**src/rtl/pin_handshake_tx_pkg.sv**
```systemverilog
// Shared types and constants for the outbound pin-level byte link.
package pin_handshake_tx_pkg;

  typedef logic [7:0] byte_t;

  typedef enum logic [2:0] {
    IDLE,
    SETUP,
    REQ,
    REL,
    RECOVER
  } state_e;

  localparam int DEFAULT_DEPTH          = 4;
  localparam int DEFAULT_SYNC_STAGES    = 2;
  localparam int DEFAULT_SETUP_CYCLES   = 1;
  localparam int DEFAULT_TIMEOUT_CYCLES = 255;

  // Bit positions of the strobes inside uo_out / ui_in at the chip top.
  localparam int REQ_PIN_IDX = 0;
  localparam int ACK_PIN_IDX = 0;

endpackage

```
**src/rtl/pin_handshake_tx_byte_fifo.sv**
```systemverilog
// Small byte FIFO with a registered full flag so the producer-side ready
// never depends combinationally on any input.
module pin_handshake_tx_byte_fifo
  import pin_handshake_tx_pkg::*;
#(
  parameter int DEPTH = DEFAULT_DEPTH
) (
  input  logic                     clk,
  input  logic                     rst_n,
  input  logic                     push_i,
  input  logic [7:0]               wdata_i,
  input  logic                     pop_i,
  output logic [7:0]               rdata_o,
  output logic                     full_o,
  output logic                     empty_o,
  output logic [$clog2(DEPTH):0]   level_o
);

  localparam int AW = $clog2(DEPTH);
  localparam int LW = AW + 1;

  byte_t           mem_q [DEPTH];
  logic [AW-1:0]   wr_ptr_q, wr_ptr_d;
  logic [AW-1:0]   rd_ptr_q, rd_ptr_d;
  logic [LW-1:0]   count_q, count_d;
  logic            full_q, full_d;
  logic            do_push, do_pop;

  // A push while full is refused even when a pop happens in the same cycle.
  assign do_push = push_i && !full_q;
  assign do_pop  = pop_i && (count_q != '0);

  always_comb begin
    wr_ptr_d = wr_ptr_q;
    rd_ptr_d = rd_ptr_q;
    count_d  = count_q;
    if (do_push) wr_ptr_d = wr_ptr_q + 1'b1;
    if (do_pop)  rd_ptr_d = rd_ptr_q + 1'b1;
    case ({do_push, do_pop})
      2'b10:   count_d = count_q + 1'b1;
      2'b01:   count_d = count_q - 1'b1;
      default: count_d = count_q;
    endcase
    full_d = (count_d == LW'(DEPTH));
  end

  always_ff @(posedge clk or negedge rst_n) begin
    if (!rst_n) begin
      wr_ptr_q <= '0;
      rd_ptr_q <= '0;
      count_q  <= '0;
      full_q   <= 1'b0;
    end else begin
      wr_ptr_q <= wr_ptr_d;
      rd_ptr_q <= rd_ptr_d;
      count_q  <= count_d;
      full_q   <= full_d;
    end
  end

  always_ff @(posedge clk) begin
    if (do_push) mem_q[wr_ptr_q] <= wdata_i;
  end

  assign rdata_o = mem_q[rd_ptr_q];
  assign full_o  = full_q;
  assign empty_o = (count_q == '0);
  assign level_o = count_q;

endmodule

```
**src/rtl/pin_handshake_tx.sv**
```systemverilog
// Outbound half of the pin-level byte link: buffers bytes from core logic and
// presents them on the uio pins with a 4-phase req/ack handshake.
module pin_handshake_tx
  import pin_handshake_tx_pkg::*;
#(
  parameter int DEPTH          = DEFAULT_DEPTH,
  parameter int SYNC_STAGES    = DEFAULT_SYNC_STAGES,
  parameter int SETUP_CYCLES   = DEFAULT_SETUP_CYCLES,
  parameter int TIMEOUT_CYCLES = DEFAULT_TIMEOUT_CYCLES
) (
  input  logic                   clk,
  input  logic                   rst_n,
  input  logic [7:0]             in_data,
  input  logic                   in_valid,
  output logic                   in_ready,
  input  logic                   ack_pin,
  output logic                   req_pin,
  output logic [7:0]             data_out,
  output logic [7:0]             data_oe,
  output logic                   busy,
  output logic [$clog2(DEPTH):0] level,
  output logic                   timeout_err,
  input  logic                   clr_err
);

  localparam int SW = (SETUP_CYCLES > 1) ? $clog2(SETUP_CYCLES) : 1;
  localparam int TW = (TIMEOUT_CYCLES > 1) ? $clog2(TIMEOUT_CYCLES) : 1;
  localparam logic [SW-1:0] SETUP_LAST = SW'(SETUP_CYCLES - 1);
  localparam logic [TW-1:0] TO_LAST    = TW'(TIMEOUT_CYCLES - 1);
  localparam bit            TO_EN      = (TIMEOUT_CYCLES != 0);

  logic [SYNC_STAGES-1:0] sync_q;
  logic                   ack_sync;

  state_e                 state_q, state_d;
  logic [SW-1:0]          setup_cnt_q, setup_cnt_d;
  logic [TW-1:0]          to_cnt_q, to_cnt_d;
  logic                   req_q, req_d;
  byte_t                  dout_q, dout_d;
  logic                   oe_q, oe_d;
  logic                   err_q, err_d;
  logic                   timed_out;

  logic                   fifo_pop;
  logic                   fifo_full;
  logic                   fifo_empty;
  logic [7:0]             fifo_rdata;

  pin_handshake_tx_byte_fifo #(
    .DEPTH (DEPTH)
  ) u_fifo (
    .clk     (clk),
    .rst_n   (rst_n),
    .push_i  (in_valid),
    .wdata_i (in_data),
    .pop_i   (fifo_pop),
    .rdata_o (fifo_rdata),
    .full_o  (fifo_full),
    .empty_o (fifo_empty),
    .level_o (level)
  );

  // The FSM only ever looks at the last synchronizer stage.
  assign ack_sync = sync_q[SYNC_STAGES-1];

  always_comb begin
    state_d     = state_q;
    setup_cnt_d = setup_cnt_q;
    to_cnt_d    = to_cnt_q;
    req_d       = req_q;
    dout_d      = dout_q;
    oe_d        = oe_q;
    err_d       = err_q;
    fifo_pop    = 1'b0;
    timed_out   = 1'b0;

    if (clr_err) err_d = 1'b0;

    unique case (state_q)
      IDLE: begin
        dout_d = '0;
        oe_d   = 1'b0;
        if (!fifo_empty && !ack_sync) begin
          fifo_pop    = 1'b1;
          dout_d      = fifo_rdata;
          oe_d        = 1'b1;
          setup_cnt_d = '0;
          state_d     = SETUP;
        end
      end
      SETUP: begin
        if (setup_cnt_q == SETUP_LAST) begin
          req_d    = 1'b1;
          to_cnt_d = '0;
          state_d  = REQ;
        end else begin
          setup_cnt_d = setup_cnt_q + 1'b1;
        end
      end
      REQ: begin
        if (ack_sync) begin
          req_d    = 1'b0;
          to_cnt_d = '0;
          state_d  = REL;
        end else if (TO_EN && (to_cnt_q == TO_LAST)) begin
          timed_out = 1'b1;
        end else begin
          to_cnt_d = to_cnt_q + 1'b1;
        end
      end
      REL: begin
        if (!ack_sync) begin
          // Chain straight into the next byte so the bus stays driven.
          if (!fifo_empty) begin
            fifo_pop    = 1'b1;
            dout_d      = fifo_rdata;
            setup_cnt_d = '0;
            state_d     = SETUP;
          end else begin
            oe_d    = 1'b0;
            dout_d  = '0;
            state_d = IDLE;
          end
        end else if (TO_EN && (to_cnt_q == TO_LAST)) begin
          timed_out = 1'b1;
        end else begin
          to_cnt_d = to_cnt_q + 1'b1;
        end
      end
      RECOVER: begin
        if (!ack_sync) state_d = IDLE;
      end
      default: state_d = IDLE;
    endcase

    // A timeout drops the byte in flight; setting the flag beats a clear.
    if (timed_out) begin
      err_d   = 1'b1;
      req_d   = 1'b0;
      oe_d    = 1'b0;
      dout_d  = '0;
      state_d = RECOVER;
    end
  end

  always_ff @(posedge clk or negedge rst_n) begin
    if (!rst_n) begin
      sync_q      <= '0;
      state_q     <= IDLE;
      setup_cnt_q <= '0;
      to_cnt_q    <= '0;
      req_q       <= 1'b0;
      dout_q      <= '0;
      oe_q        <= 1'b0;
      err_q       <= 1'b0;
    end else begin
      sync_q      <= {sync_q[SYNC_STAGES-2:0], ack_pin};
      state_q     <= state_d;
      setup_cnt_q <= setup_cnt_d;
      to_cnt_q    <= to_cnt_d;
      req_q       <= req_d;
      dout_q      <= dout_d;
      oe_q        <= oe_d;
      err_q       <= err_d;
    end
  end

  assign in_ready    = !fifo_full;
  assign req_pin     = req_q;
  assign data_out    = dout_q;
  assign data_oe     = {8{oe_q}};
  assign timeout_err = err_q;
  assign busy        = (state_q != IDLE) || !fifo_empty;

endmodule

```
**config.mk**
```make
export PLATFORM = sky130hd
export DESIGN_NAME = pin_handshake_tx
export DESIGN_NICKNAME = d
export VERILOG_FILES = /design/src/rtl/pin_handshake_tx_pkg.sv /design/src/rtl/pin_handshake_tx_byte_fifo.sv /design/src/rtl/pin_handshake_tx.sv
export SDC_FILE = /design/constraint.sdc
export NUM_CORES = 1
export LEC_CHECK = 0
export ABC_AREA = 1
export ABC_CLOCK_PERIOD_IN_PS = 2700
export CAP_MARGIN = 25
export CORE_UTILIZATION = 55
export CTS_CLUSTER_SIZE = 28
export DETAILED_ROUTE_END_ITERATION = 8
export PLACE_DENSITY_LB_ADDON = 0.12
export SYNTH_ARGS = -nofsm -noshare
export SYNTH_HDL_FRONTEND = slang
export SYNTH_SLANG_ARGS = --single-unit
export TNS_END_PERCENT = 100
```
**constraint.sdc**
```tcl
create_clock -name clk -period 2.7 [get_ports clk]
set_input_delay 0.54 -clock clk [delete_from_list [all_inputs] [get_ports clk]]
set_output_delay 0.54 -clock clk [all_outputs]
set_load 0.01 [all_outputs]
```
==> flow_metrics.env <==
export IMPL_antenna_found_initial=0
export IMPL_ir_drop_mv=0.635
export IMPL_via_per_inst=5.08
export IMPL_cts_buffers=9
export IMPL_ant_nets=0
export IMPL_run_status="finished, final reports clean"
export IMPL_final_common_cell="nand2_1"
export IMPL_syn_inst=297
export IMPL_grt_ovfl_total=0
export IMPL_synth_cell_types=30
export IMPL_path_max_fanout=10
export IMPL_stdcell_count=413
export IMPL_num_vias=2099
export IMPL_drive_gt1_share_pct=9.62
export IMPL_fin_setup_tns_ps=0
export IMPL_finalCritPeriodShare_pct=90.9
export IMPL_io_buffers=35
export IMPL_skew_ps=4.65
export IMPL_holdWs_ps=353
export IMPL_rows=26
export IMPL_fill_cells=421
export IMPL_final_max_slew_viol_count=0
export IMPL_clock_sinks=64
export IMPL_die_w_um=75.2
export IMPL_nets=359
export IMPL_num_io_pins=36
export IMPL_worstMarginPinSlew_ps=517
export IMPL_required_ps=2970
export IMPL_rsz0062_at_grt="no"
export IMPL_p_leak_nw=1.60
export IMPL_cts_tree="built"
export IMPL_coreArea_mm2=0.00514
export IMPL_fmax_ghz=0.407
export IMPL_slew_headroom_pct=65.5
export IMPL_grt_pass1_wl_um=8750
export IMPL_area_growth_synth_to_final_pct=22.0
export IMPL_clk_pin_slew_ps=70
export IMPL_criticalPathCategory="reg -> reg"
export IMPL_grt_pass1_vias=2061
export IMPL_gp_congestion=0.839
export IMPL_cts_buffer_depth=2
export IMPL_cts_hold_buffers=0
export IMPL_cts_resized=0
export IMPL_hpwl_um=3740
export IMPL_synth_seq_cells=64
export IMPL_synth_area_per_cell_um2=9.93
export IMPL_drc=0
export IMPL_final_cell_mix="nand2_1 (62), clkdlybuf4s50_1 (35), inv_1 (33), nor2_1 (33)"
export IMPL_wl_per_cell_um=13.1
export IMPL_postCtsSetupBuffers=0
export IMPL_start_util_pct=57.4
export IMPL_routed_wirelength_um=5420
export IMPL_yosys_area_top_type_share_pct=32.6
export IMPL_synth_area_mm2=0.00295
export IMPL_syn_nets=318
export IMPL_clk_latency_ps=340
export IMPL_max_cap_violations=0
export IMPL_grt_start_max_net_pins=33
export IMPL_diodes=0
export IMPL_endpoint_kind="flip-flop"
export IMPL_ctsHtreeMaxLevel=3
export IMPL_power_mw=3.77
export IMPL_post_place_cells=397
export IMPL_firstDrtPassIters=4
export IMPL_dieArea_mm2=0.00566
export IMPL_die_height_um=75.2
export IMPL_critPathArrivalTime_ps=2720
export IMPL_cp_start_kind="flip-flop"
export IMPL_fin_crit_ps=2460
export IMPL_min_path_type="reg -> reg"
export IMPL_cts_root_buf="clkbuf_8"
export IMPL_setup_violations=0
export IMPL_yosysTopAreaCell="edfxtp_1"
export IMPL_drt_iter0_markers=70
export IMPL_grt_use_total_pct=21.8
export IMPL_powerDensity_mw_per_mm2=1050
export IMPL_synth_area_leaders="edfxtp_1 (33%), dfrtp_1 (27%), nand2_1 (7.9%)"
export IMPL_yosysSeqAreaShare_pct=59.8
export IMPL_finalHoldViolations=0
export IMPL_yosys_warnings=0
-- registers in the layout, indices dropped and copies added, names as in the netlist --
| register | flops |
|---|---|
| to_cnt_q | 8 |
| u_fifo.mem_q | 32 |
| req_pin | 1 |
| u_fifo.level_o | 3 |
| oe_q | 1 |
| state_q | 3 |
| sync_q | 2 |
| data_out | 8 |
| u_fifo.wr_ptr_q | 2 |
| u_fifo.rd_ptr_q | 2 |
| timeout_err | 1 |
| u_fifo.full_o | 1 |
-- worst paths after layout --
path                            startpoint            end  slack, ps  depth (start not counted)
worst max-delay path            state_q[1]  u_fifo.full_o        240                         14
worst min-delay path             sync_q[0]      sync_q[1]        350                          0
worst max register to register  state_q[1]  u_fifo.full_o        240                         14
worst min register to register   sync_q[0]      sync_q[1]        350                          0
max in group asynchronous            rst_n     state_q[2]       1810                          2
min in group asynchronous            rst_n    to_cnt_q[2]        600                          2
-- synth_stat cells (all sizes together) --
cell	n
nand2	66
inv	35
nor2	34
dfrtp	32
edfxtp	32
o21ai	28
nand3	26
buf	11
o22ai	8
ha	7
a21oi	4
xor2	3
nand4	2
a21boi	1
a21o	1
and2	1
clkbuf	1
fa	1
nand3b	1
nor3	1
o21bai	1
xnor2	1
-- through the flow --
step / setup slack [ps] / instance area [um^2] / util [%]
final: 244 / 3600 / 70.0
after global routing: 54.2 / 3600 / 70.0
after CTS: 244 / 3600 / 70.0
after detailed placement: 333 / 3350 / 65.2
after global placement: 428 / 3350 / 65.2
after floorplan: 552 / 2950 / -
-- worst max-delay path, cell delays in order, from the launching register on --
cell,delay (ps)
dfrtp_1,460
nor2_1,240
nand2_1,110
nand2_1,110
nand2_1,120
inv_2,160
ha_1,190
inv_1,70
fa_1,400
inv_1,70
nand2_1,40
nand3_1,80
xor2_1,170
nand2_1,60
nor2_1,90
-- power breakdown --
part	internal (mW)	total, mW	switching [mW]	leakage, nW
clock	0.614	0.983	0.369	0.117
sequential	1.28	1.44	0.161	0.699
combinational	0.573	1.35	0.779	0.786
total	2.47	3.77	1.31	1.60
-- cells by family (layout without fill, tap and decap cells) --
family | count (synthesis) | count (layout) | share of synthesized area [%]
adders and majority gates | 8 | 8 | 3.65
DFF | 64 | 64 | 59.8
and+or+nand+nor | 131 | 131 | 19.9
AOI/OAI and AO/OA | 43 | 43 | 8.15
xor gates and xnor gates | 4 | 4 | 1.19
buffers and inverters | 47 | 93 | 7.34
-- metal layers --
| layer | up-vias | wire length [um] | GRT usage, % | share of wire [%] |
|---|---|---|---|---|
| met5 | - | 0 | 0 | 0 |
| met4 | 0 | 82 | 8.02 | 1.5 |
| met3 | 7 | 217 | 8.43 | 4.0 |
| met2 | 38 | 2730 | 37.3 | 50 |
| met1 | 990 | 2390 | 24.8 | 44 |
| li1 | 1064 | - | - | - |
-- layout make-up --
cell class                      count  area [um^2]  share of cell area [%]
Sequential cell                    64         1760                    49.0
Clock inverter                      7          119                    3.31
Multi-Input combinational cell    186          970                    27.0
Tap cell                           70         87.6                    2.44
Timing Repair Buffer               42          403                    11.2
Clock buffer                        9          124                    3.44
Inverter                           35          131                    3.65
Note: power is estimated with default switching activity, not from simulation.
